## src/rtl/uart_rx_fifo.sv

```systemverilog
// Purpose : byte FIFO from the UART receiver to the CPU data register, with threshold/idle-timeout/overflow interrupt.
// Latency : pushed byte visible on rdata/count one cycle after the push edge; next head visible one cycle after a pop.
// Backpr.  : no backpressure to the receiver; a push into a full FIFO without a same-cycle pop is dropped and flagged.
//
// Ports:
//   clk, reset        - system clock, synchronous active-low reset
//   rx_data/rx_valid  - push side (one-cycle strobe per received byte)
//   rd_pop            - pop strobe from the bus read of the data register
//   ovf_clr           - clears the sticky overflow flag
//   thresh            - fill level at or above which irq asserts (0 disables)
//   rdata             - head byte (first-word-fall-through), 8'h00 when empty
//   count/empty/full  - occupancy status
//   overflow/timeout  - sticky drop flag, idle-with-data flag
//   irq               - registered interrupt request
module uart_rx_fifo #(
    parameter int          DEPTH_LOG2     = 4,
    parameter logic [15:0] TIMEOUT_CYCLES = 16'd40000
) (
    input  logic                  clk,
    input  logic                  reset,
    input  logic [7:0]            rx_data,
    input  logic                  rx_valid,
    input  logic                  rd_pop,
    input  logic                  ovf_clr,
    input  logic [DEPTH_LOG2:0]   thresh,
    output logic [7:0]            rdata,
    output logic [DEPTH_LOG2:0]   count,
    output logic                  empty,
    output logic                  full,
    output logic                  overflow,
    output logic                  timeout,
    output logic                  irq
);

    localparam int                DEPTH    = 1 << DEPTH_LOG2;
    localparam int                CW       = DEPTH_LOG2 + 1;
    localparam logic [CW-1:0]     FULL_CNT = CW'(DEPTH);

    logic [7:0]            mem [DEPTH];
    logic [DEPTH_LOG2-1:0] wptr;
    logic [DEPTH_LOG2-1:0] rptr;
    logic [15:0]           idle_cnt;

    logic                  pop_ok;
    logic                  push_ok;
    logic                  drop;
    logic [CW-1:0]         count_nxt;
    logic                  overflow_nxt;
    logic                  timeout_nxt;
    logic [15:0]           idle_nxt;
    logic                  irq_nxt;

    assign empty = (count == '0);
    assign full  = (count == FULL_CNT);
    assign rdata = empty ? 8'h00 : mem[rptr];

    always_comb begin
        pop_ok       = 1'b0;
        push_ok      = 1'b0;
        drop         = 1'b0;
        count_nxt    = count;
        overflow_nxt = overflow;
        timeout_nxt  = timeout;
        idle_nxt     = idle_cnt;
        irq_nxt      = 1'b0;

        // A pop on empty is ignored; a pop on full frees the slot for a same-cycle push.
        pop_ok  = rd_pop && !empty;
        push_ok = rx_valid && (!full || pop_ok);
        drop    = rx_valid && full && !rd_pop;

        case ({push_ok, pop_ok})
            2'b10:   count_nxt = count + CW'(1);
            2'b01:   count_nxt = count - CW'(1);
            default: count_nxt = count;
        endcase

        // Set wins over clear.
        if (drop)
            overflow_nxt = 1'b1;
        else if (ovf_clr)
            overflow_nxt = 1'b0;

        // Idle timer only runs while data sits untouched; saturates at the limit.
        if (rx_valid || rd_pop || empty)
            idle_nxt = 16'd0;
        else if (idle_cnt != TIMEOUT_CYCLES)
            idle_nxt = idle_cnt + 16'd1;

        // A push alone keeps the flag: the CPU still has not drained the stale data.
        if (rd_pop || empty)
            timeout_nxt = 1'b0;
        else if (!rx_valid && (idle_cnt == TIMEOUT_CYCLES - 16'd1))
            timeout_nxt = 1'b1;

        irq_nxt = ((thresh != '0) && (count_nxt >= thresh)) || timeout_nxt || overflow_nxt;
    end

    // Storage has no reset; writes are blocked during reset so that cycle's push is discarded.
    always_ff @(posedge clk) begin
        if (reset && push_ok)
            mem[wptr] <= rx_data;
    end

    always_ff @(posedge clk) begin
        if (!reset) begin
            wptr     <= '0;
            rptr     <= '0;
            count    <= '0;
            overflow <= 1'b0;
            timeout  <= 1'b0;
            idle_cnt <= 16'd0;
            irq      <= 1'b0;
        end else begin
            if (push_ok)
                wptr <= wptr + DEPTH_LOG2'(1);
            if (pop_ok)
                rptr <= rptr + DEPTH_LOG2'(1);
            count    <= count_nxt;
            overflow <= overflow_nxt;
            timeout  <= timeout_nxt;
            idle_cnt <= idle_nxt;
            irq      <= irq_nxt;
        end
    end

endmodule

```

## config.mk

```make
export PLATFORM = sky130hd
export DESIGN_NAME = uart_rx_fifo
export DESIGN_NICKNAME = d
export VERILOG_FILES = /design/src/rtl/uart_rx_fifo.sv
export SDC_FILE = /design/constraint.sdc
export NUM_CORES = 1
export LEC_CHECK = 0
export ABC_AREA = 1
export BUFFER_PORTS_ARGS = -buffer_cell sky130_fd_sc_hd__buf_2
export CORE_MARGIN = 4
export CORE_UTILIZATION = 55
export CTS_CLUSTER_DIAMETER = 150
export DETAILED_ROUTE_END_ITERATION = 8
export HOLD_SLACK_MARGIN = 0.02
export PLACE_DENSITY = 0.76
export SLEW_MARGIN = 30
export SYNTH_ARGS = -nofsm -noshare
export SYNTH_HDL_FRONTEND = slang
export SYNTH_SLANG_ARGS = --single-unit
```

## constraint.sdc

```tcl
create_clock -name clk -period 2.3 [get_ports clk]
set_input_delay 0.23 -clock clk [delete_from_list [all_inputs] [get_ports clk]]
set_output_delay 0.23 -clock clk [all_outputs]
set_load 0.02 [all_outputs]
```

# After elaboration in Yosys (flattened, before gate mapping)
# Memories as Yosys holds them, arrays and structs flattened. A register that Yosys moved wholly into a read port is not among the register bits.
# Index checks and enable logic that the tools add are counted.
[totals]
regBits = 32
n_memories = 1
mem_bits_ro = 0
ram_bits = 128
in_bits = 18
latch_bits = 0
[memory_table]
columns = ["memory", "depth", "word_bits", "read_ports", "rd_ports_with_merged_regs", "write_ports", "line_no", "text"]
rows = [
  ["mem", 16, 8, 1, 1, 1, "39", "logic [7:0] mem [DEPTH];"],
]
[op_classes]
n_lt_le_gt_ge = 1
n_addsub = 5
n_bitwise = 1
eq_ne = 5
shift = 0
reduce_logical = 20
muxes = 10
n_mul = 0
n_div = 0
[op_table]
columns = ["operator", "count"]
rows = [
  ["$add 16x1->16 const B", 1],
  ["$eq 16x16->1 const B", 1],
  ["$ne 16x16->1 const B", 1],
  ["$pmux 5 s2", 1],
  ["$add 4x1->4 const B", 2],
  ["$mux 4", 2],
  ["$mux 8", 1],
  ["$logic_and 1x1->1", 7],
  ["$logic_or 1x1->1", 6],
  ["$mux 1", 6],
  ["$add 5x1->5 const B", 1],
  ["$eq 5x5->1 const B", 1],
  ["$ge 5x5->1", 1],
  ["$logic_not 5->1", 1],
  ["$reduce_bool 5->1", 1],
  ["$sub 5x1->5 const B", 1],
  ["$logic_not 1->1", 4],
  ["$eq 2x1->1 const B", 1],
  ["$eq 2x2->1 const B", 1],
  ["$reduce_or 2->1", 1],
  ["$not 1->1", 1],
]

# Longest topological paths before layout
# Gate-level depths: netlist (run 1).
[depth]
ltp_word = 11
depth_mapped = 20
mapped_depth_nobuf = 20

# Worst setup path after synthesis (run 1)
# Ideal clock, no wire load.
[synth_path]
kind = "flip-flop to flip-flop"
from = "register count[2]"
to = "register irq"
setup_time_ns = 0.122
setup_slack_ns = -0.197
period_less_slack_ns = 2.497
required_ns = 2.178
t_arrival_ns = 2.374
stages_incl_launch_ff = 18
path_cell_list = "dfxtp_1 -> nor2_2 -> nand3_4 -> nand3_4 -> nand2_1 -> nand2_1 -> inv_1 -> ha_1 -> or2_1 -> o21ai_2 -> inv_1 -> ha_1 -> a21oi_1 -> o21bai_1 -> a21oi_1 -> o21bai_1 -> nand3_1 -> nand3b_1"
[synth_between]
elab_chain_cells = 11
elab_cells_between_ends = 21
cone_classes = "2 x add/sub; 1 x order compare; 3 x eq/ne; 3 x mux; 12 x reduce/logical"
[synth_lines]
columns = ["item", "line_no", "text"]
rows = [
  ["from (decl)", "27", "output logic [DEPTH_LOG2:0] count,"],
  ["from (signal assigned)", "119", "count <= count_nxt;"],
  ["$logic_not 5->1", "53", "assign empty = (count == '0);"],
  ["$logic_not 1->1", "68", "pop_ok = rd_pop && !empty;"],
  ["$logic_and 1x1->1", "68", ""],
  ["$logic_or 1x1->1", "69", "push_ok = rx_valid && (!full || pop_ok);"],
  ["$logic_and 1x1->1", "69", ""],
  ["$eq 2x1->1 / $eq 2x2->1 (equally long branches)", "72", "case ({push_ok, pop_ok})"],
  ["$pmux 5 s2 *", "72", ""],
  ["net count_nxt[1]", "47", "logic [CW-1:0] count_nxt;"],
  ["$ge 5x5->1 *", "96", "irq_nxt = ((thresh != '0) && (count_nxt >= thresh)) || timeout_nxt || overflow_nxt;"],
  ["$logic_and 1x1->1 *", "96", ""],
  ["$logic_or 1x1->1 * (2 in a row)", "96", ""],
  ["to (signal assigned)", "123", "irq <= irq_nxt;"],
  ["to (decl)", "32", "output logic irq"],
]
# Mark *: on every way through the listed nets, which the timed path passes. The rest lies on a longest branch.
# A chain may end at the register's enable or synchronous reset.

# Worst setup path in the final report (run 1)
[layout_path]
from = "register count[1]"
to = "register irq"
# Same word-level chain as after synthesis.

==> impl_metrics.yaml, run 1 <==
clocking:
  clockBufferDepth: 2
  htreeDepth: 4
  cts.sinks: 164
  numCtsBuffers: 17
  cts_tree: "done"
  root_buffer: "clkbuf_16"
  clkTransAtPathRegs_ps: 60
  insertion_delay_ps: 420
critical_path:
  critPathMaxStageDelay_ps: 350
  worst-setup-path-type: "flip-flop to flip-flop"
  worstPathCellList: "nor2_4, nand3_4, nand3_4, nand2_4, nand2_2, inv_2, ha_4, or2_4, o21ai_4, inv_2, ha_4, a21oi_2, o21bai_1, a21oi_1, o21bai_1, nand3_1, nand3b_1"
  arrival_ps: 2670
  crit_path_start_kind: "flip-flop"
  crit_buf_inv: 2
  path_delay_family: "simple AND/OR/NAND/NOR gates"
  crit_fanout: 3
  required_ps: 2610
  critPathCaptureType: "flip-flop"
  cp_slowest_cell: "dfxtp_4"
routing:
  via_count: 5238
  drc: 0
  via_per_inst: 5.88
  first_pass_iters: 5
  wl_per_cell_um: 18.6
  drt_iter0_drc: 508
  antenna_left: 0
  routed_wl_um: 16600
place:
  gp_congestion: 0.831
  dp_slack_ps: -79.2
  place_hpwl_um: 10200
  io_buffers: 35
sta:
  setup_viol: 1
  layout_setup_ws_ps: -60.4
  timing.final.crit_share: 1.03
  fmax_ghz: 0.424
  relSlewSlack: 0.607
  fin_skew_ps: 5.10
  finalSetupTns_ps: -60.4
  slew_violations: 0
  period_needed_ps: 2360
  worst_slew_pin_slew_ps: 588
  finalHoldViolations: 0
  rsz0062_at_grt: "yes"
logic_synthesis:
  synth_area_um2: 6990
  synth_edf_count: 128
  synthFlopType: "edfxtp_1"
  post_synth_num_cell_types: 38
  synth_area_per_cell_um2: 11.2
  ys_seq_area_frac: 0.653
  ys_ff_latch: 164
  async_reset_ff_frac: 0
  syn_inst: 625
  ys_warn_count: 0
  synth_nets: 656
outcome:
  violations: "negative setup slack"
  outcome: "finished with violations"
flow_run:
  maxCapViolCount: 0
finish:
  layout_common_cells: "edfxtp_1, nor2_1, o21ai_0"
  antenna_cells: 0
  drive_gt1_frac: 0.237
  nNetsFinal: 741
  area_growth_pct: 21.3
  final_common_cell: "edfxtp_1"
power:
  leakage_nw: 3.05
  total_power_mw: 9.46
  vdd_ir_drop_max_mv: 0.845
  power-per-cell-area_nw_per_um2: 1120
global_route:
  grt_usage: 0.230
  grt_pass1_vias: 5005
  antenna_found_initial: 1
  grt_overflow_total: 0
  grt_max_degree: 33
  grt_pass1_wl_um: 25300
floorplanning:
  die_w_um: 121
  rows: 40
  pin_count: 36
  core_um2: 12200
  die_area_um2: 14600
  die_h_um: 121
  initial_utilization: 0.573
min_path:
  hp-class: "primary input to flip-flop"
[state kept, by name (all words and copies together), names as in the netlist, named ones only]
name and count:
count 5, mem 128, irq 1, overflow 1
timeout 1, wptr 4, idle_cnt 16, rptr 4
[power breakdown]
group	switching (mW)	total, mW	internal (mW)
clock	1.04	2.51	1.46
sequential	0.105	3.43	3.33
combinational	2.10	3.53	1.43
[synthesized netlist by cell type, types with 8 or more instances]
master / n / area, um^2
inv_1: 54 / 203
ha_1: 13 / 163
o21ai_0: 84 / 420
dfxtp_1: 36 / 721
edfxtp_1: 128 / 3840
o22ai_1: 8 / 50.1
a21oi_1: 31 / 155
nand2_1: 34 / 128
nor3_1: 10 / 50.1
clkbuf_1: 18 / 67.6
o221ai_1: 24 / 210
nand3_1: 23 / 115
nor2_1: 97 / 364
[kinds of logic after synthesis]
group,share of synthesized area
adder cells (fa/ha/maj),0.0233
flip-flops,0.653
XOR/XNOR,0.00626
AO/OA/AOI/OAI,0.133
AND/OR/NAND/NOR,0.139
buffers and inverters,0.0451
[tightest hold or removal path: stages]
cell and delay, ps:
buf_2 90, nor3_1 40, nand3_1 50, nand3_1 60
nand3b_1 80
[through the flow]
stage	util	cells	cell area, um^2	hold WS (ps)
after CTS	0.673	883	8220	144
after detailed placement	0.626	848	7650	493
final	0.695	891	8480	158
after global routing	0.695	891	8480	172
after floorplan	-	625	7020	329
after global placement	0.626	848	7650	462
[routing by layer]
| layer | GRT usage | vias up | wire [um] |
|---|---|---|---|
| met2 | 0.389 | 239 | 8450 |
| met5 | 0 | - | 13 |
| li1 | - | 2412 | - |
| met3 | 0.0608 | 40 | 1410 |
| met1 | 0.281 | 2545 | 6360 |
| met4 | 0.0907 | 2 | 359 |
[final timing paths]
| kind | depth (start not counted) | slack [ps] | start | end |
|---|---|---|---|---|
| max | 17 | -60 | count[1]$_SDFF_PN0_ | irq$_SDFF_PN0_ |
| min | 5 | 160 | thresh[4] | irq$_SDFF_PN0_ |
| max reg2reg | 17 | -60 | count[1]$_SDFF_PN0_ | irq$_SDFF_PN0_ |
| min reg2reg | 2 | 510 | rptr[3]$_SDFFE_PN0N_ | rptr[3]$_SDFFE_PN0N_ |
[final cells by class]
cell class,instances,area [um^2]
Sequential cell,164,4580
Fill cell,894,3730
Multi-Input combinational cell,379,2220
Timing Repair Buffer,90,717
Clock buffer,20,437
Inverter,58,233
Tap cell,168,210
Clock inverter,12,90.1
[what timing repair did]
action,CTS,global route
setup endpoints to repair,8,7
cloned,0,3
buffers inserted,3,6
hold buffers,0,0
pin swaps,6,28
gates resized for setup,5,43
No activity file was read; power rests on OpenSTA's default activity.
==> run 2: changes to the inputs <==
--- a/config.mk
+++ b/config.mk
@@ -8,11 +8,11 @@
 export ABC_AREA = 1
 export BUFFER_PORTS_ARGS = -buffer_cell sky130_fd_sc_hd__buf_2
 export CORE_MARGIN = 4
-export CORE_UTILIZATION = 55
+export CORE_UTILIZATION = 61
 export CTS_CLUSTER_DIAMETER = 150
 export DETAILED_ROUTE_END_ITERATION = 8
 export HOLD_SLACK_MARGIN = 0.02
-export PLACE_DENSITY = 0.76
+export PLACE_DENSITY = 0.79
 export SLEW_MARGIN = 30
 export SYNTH_ARGS = -nofsm -noshare
 export SYNTH_HDL_FRONTEND = slang
==> constraint.sdc (replaced) <==
create_clock -name clk -period 2.37 [get_ports clk]
set_input_delay 0.237 -clock clk [delete_from_list [all_inputs] [get_ports clk]]
set_output_delay 0.237 -clock clk [all_outputs]
set_load 0.02 [all_outputs]
==> run 2 against run 1 <==
Critical endpoint is now rdata[0]. Hold slack better by 16 ps. Critical path depth is 8 lower. First-iteration DRC count is 2.8% lower. Global-route usage is 2.3 points higher. Die area is 9.2% lower. Final cell count is 4.5% lower. Sequential share of layout area is 0.85 points higher. Wire length is 3.0% lower. Utilization is 6.3 points higher. Register-to-register slack better by 130 ps. Largest power group is now registers. Clock skew is 3.4 ps higher. Power is 2.2% lower. The run now ends clean. Critical path type is now flip-flop to primary output.
==> impl_metrics.yaml, run 2 (synthesis results as in run 1) <==
sta:
  fmax_ghz: 0.433
  worst_slew_pin_slew_ps: 662
  finalHoldViolations: 0
  slew_violations: 0
  timing.final.crit_share: 0.974
  fin_skew_ps: 8.46
  rsz0062_at_grt: "yes"
  layout_setup_ws_ps: 62.5
  relSlewSlack: 0.558
  period_needed_ps: 2310
  setup_viol: 0
finish:
  top_regs: "mem (128), idle_cnt (16), count (5)"
  final_cells: 851
  nNetsFinal: 730
  final_common_cell: "edfxtp_1"
  drive_gt1_frac: 0.217
  multi_input_area_um2: 2170
  fillers: 708
  layout_common_cells: "edfxtp_1, nor2_1, o21ai_0"
  area_growth_pct: 19.5
  antenna_cells: 0
  final-seq-area_um2: 4580
  largest_register_ffs: 128
  top_register: "mem"
routing:
  first_pass_iters: 6
  antenna_left: 0
  drc: 0
  via_count: 5098
  drt_iter0_drc: 494
  routed_wl_um: 16100
  via_per_inst: 5.99
  wl_per_cell_um: 18.9
critical_path:
  crit_fanout: 16
  reg2reg_depth: 17
  required_ps: 2130
  r2r_end: "irq$_SDFF_PN0_"
  arrival_ps: 2070
  regToRegSetupSlack_ps: 70
  critPathCaptureType: "primary output"
  worst-setup-path-type: "flip-flop to primary output"
  crit_path_start_kind: "flip-flop"
  rr_startpoint: "count[3]$_SDFF_PN0_"
global_route:
  grt_usage: 0.252
  grt_overflow_total: 0
  antenna_found_initial: 0
  grt_pass1_wl_um: 25200
  grt_pass1_vias: 5146
  grt_max_degree: 33
place:
  io_buffers: 35
  gp_congestion: 0.882
  dp_slack_ps: -21.2
  place_hpwl_um: 10100
  dpl.cell_count: 813
min_path:
  whs_endpoint: "wptr[0]$_SDFFE_PN0P_"
  hold_depth: 3
  hp-start: "reset"
  hp-class: "primary input to flip-flop"
clocking:
  htreeDepth: 4
  cts_tree: "done"
  root_buffer: "clkbuf_16"
  insertion_delay_ps: 420
  clockBufferDepth: 2
  numCtsBuffers: 17
  clkTransAtPathRegs_ps: 60
  cts.sinks: 164
power:
  power-per-cell-area_nw_per_um2: 1110
  power_frac_clock: 0.302
  seq_power_share: 0.360
  p_switching_mw: 3.09
  total_power_mw: 9.26
  power.internal_mw: 6.17
  power_frac_comb: 0.338
  leakage_nw: 3.02
  vdd_ir_drop_max_mv: 0.743
  switching_share: 0.334
floorplanning:
  die_h_um: 115
  initial_utilization: 0.634
  die_area_um2: 13200
  core_um2: 11000
  pin_count: 36
  rows: 38
  die_w_um: 115
outcome:
  outcome: "completed"
flow_run:
  maxCapViolCount: 0
## run 2: cell count changes in the layout (fill, tap and decap cells not counted), sizes merged
| cell | delta |
|---|---|
| bufbuf | +1 |
| inv | +2 |
| clkinvlp | -1 |
| bufinv | +3 |
| clkbuf | -1 |
| buf | -10 |
| clkinv | -6 |
## run 2: through the flow
step            util  TNS (ps)  area [um^2]  hold slack [ps]
2_1_floorplan      -         0         7020              336
3_3_place_gp   0.687         0         7570              451
3_5_place_dp   0.687     -21.2         7570              458
4_1_cts        0.746         0         8230              158
5_1_grt        0.757     -80.8         8360              196
6_report       0.757         0         8360              174
## run 2: layout make-up
type	instances	share of cell area
sequential	164	0.548
multi-input combinational	379	0.260
timing repair buffer	79	0.0728
inverter	58	0.0267
clock inverter	10	0.0187
tap	140	0.0210
clock buffer	21	0.0527
## run 2: critical path, cell delays in order (launching register included)
cell	delay, ps
dfxtp_4	380
inv_4	120
buf_12	150
o21ai_0	80
o22ai_1	190
nor2_1	70
nor2_1	100
o21ai_1	130
a21oi_2	240
buf_4	180
## run 2: what timing repair did
item | CTS | global route
setup buffers | 2 | 3
endpoints found under the setup margin | 3 | 6
resized for setup | 5 | 22
cloned | 1 | 1
hold buffers | 0 | 0
pin swaps | 4 | 11
## run 2: layer usage
layer  global-route usage  vias up  part of all wire
li1                     -     2387                 -
met1                0.312     2398              0.37
met2                0.427      269              0.52
met3               0.0537       44             0.082
met4                0.115        0             0.027
met5                    0        -                 0
## run 2: how the worst max path moves through the flow
stage / startpoint / end / slack (ps) / cells after the start
6_report: flip-flop / rdata[0] / 60 / 9
5_1_grt: count[3]$_SDFF_PN0_ / irq$_SDFF_PN0_ / -70 / 17
4_1_cts: count[2]$_SDFF_PN0_ / irq$_SDFF_PN0_ / 3 / 17
3_5_place_dp: count[3]$_SDFF_PN0_ / irq$_SDFF_PN0_ / -20 / 17
3_3_place_gp: count[3]$_SDFF_PN0_ / irq$_SDFF_PN0_ / 30 / 17
2_1_floorplan: count[3]$_SDFF_PN0_ / irq$_SDFF_PN0_ / 6 / 17
## run 2: power groups by stage
stage                     Combinational (mW)  Clock (mW)  Sequential, mW
after global routing                    3.39        2.96            3.34
after floorplan                         1.72           0            3.43
after detailed placement                2.70           0            3.38
final                                   3.13        2.80            3.33
after CTS                               2.86        2.82            3.32
after global placement                  2.63           0            3.37
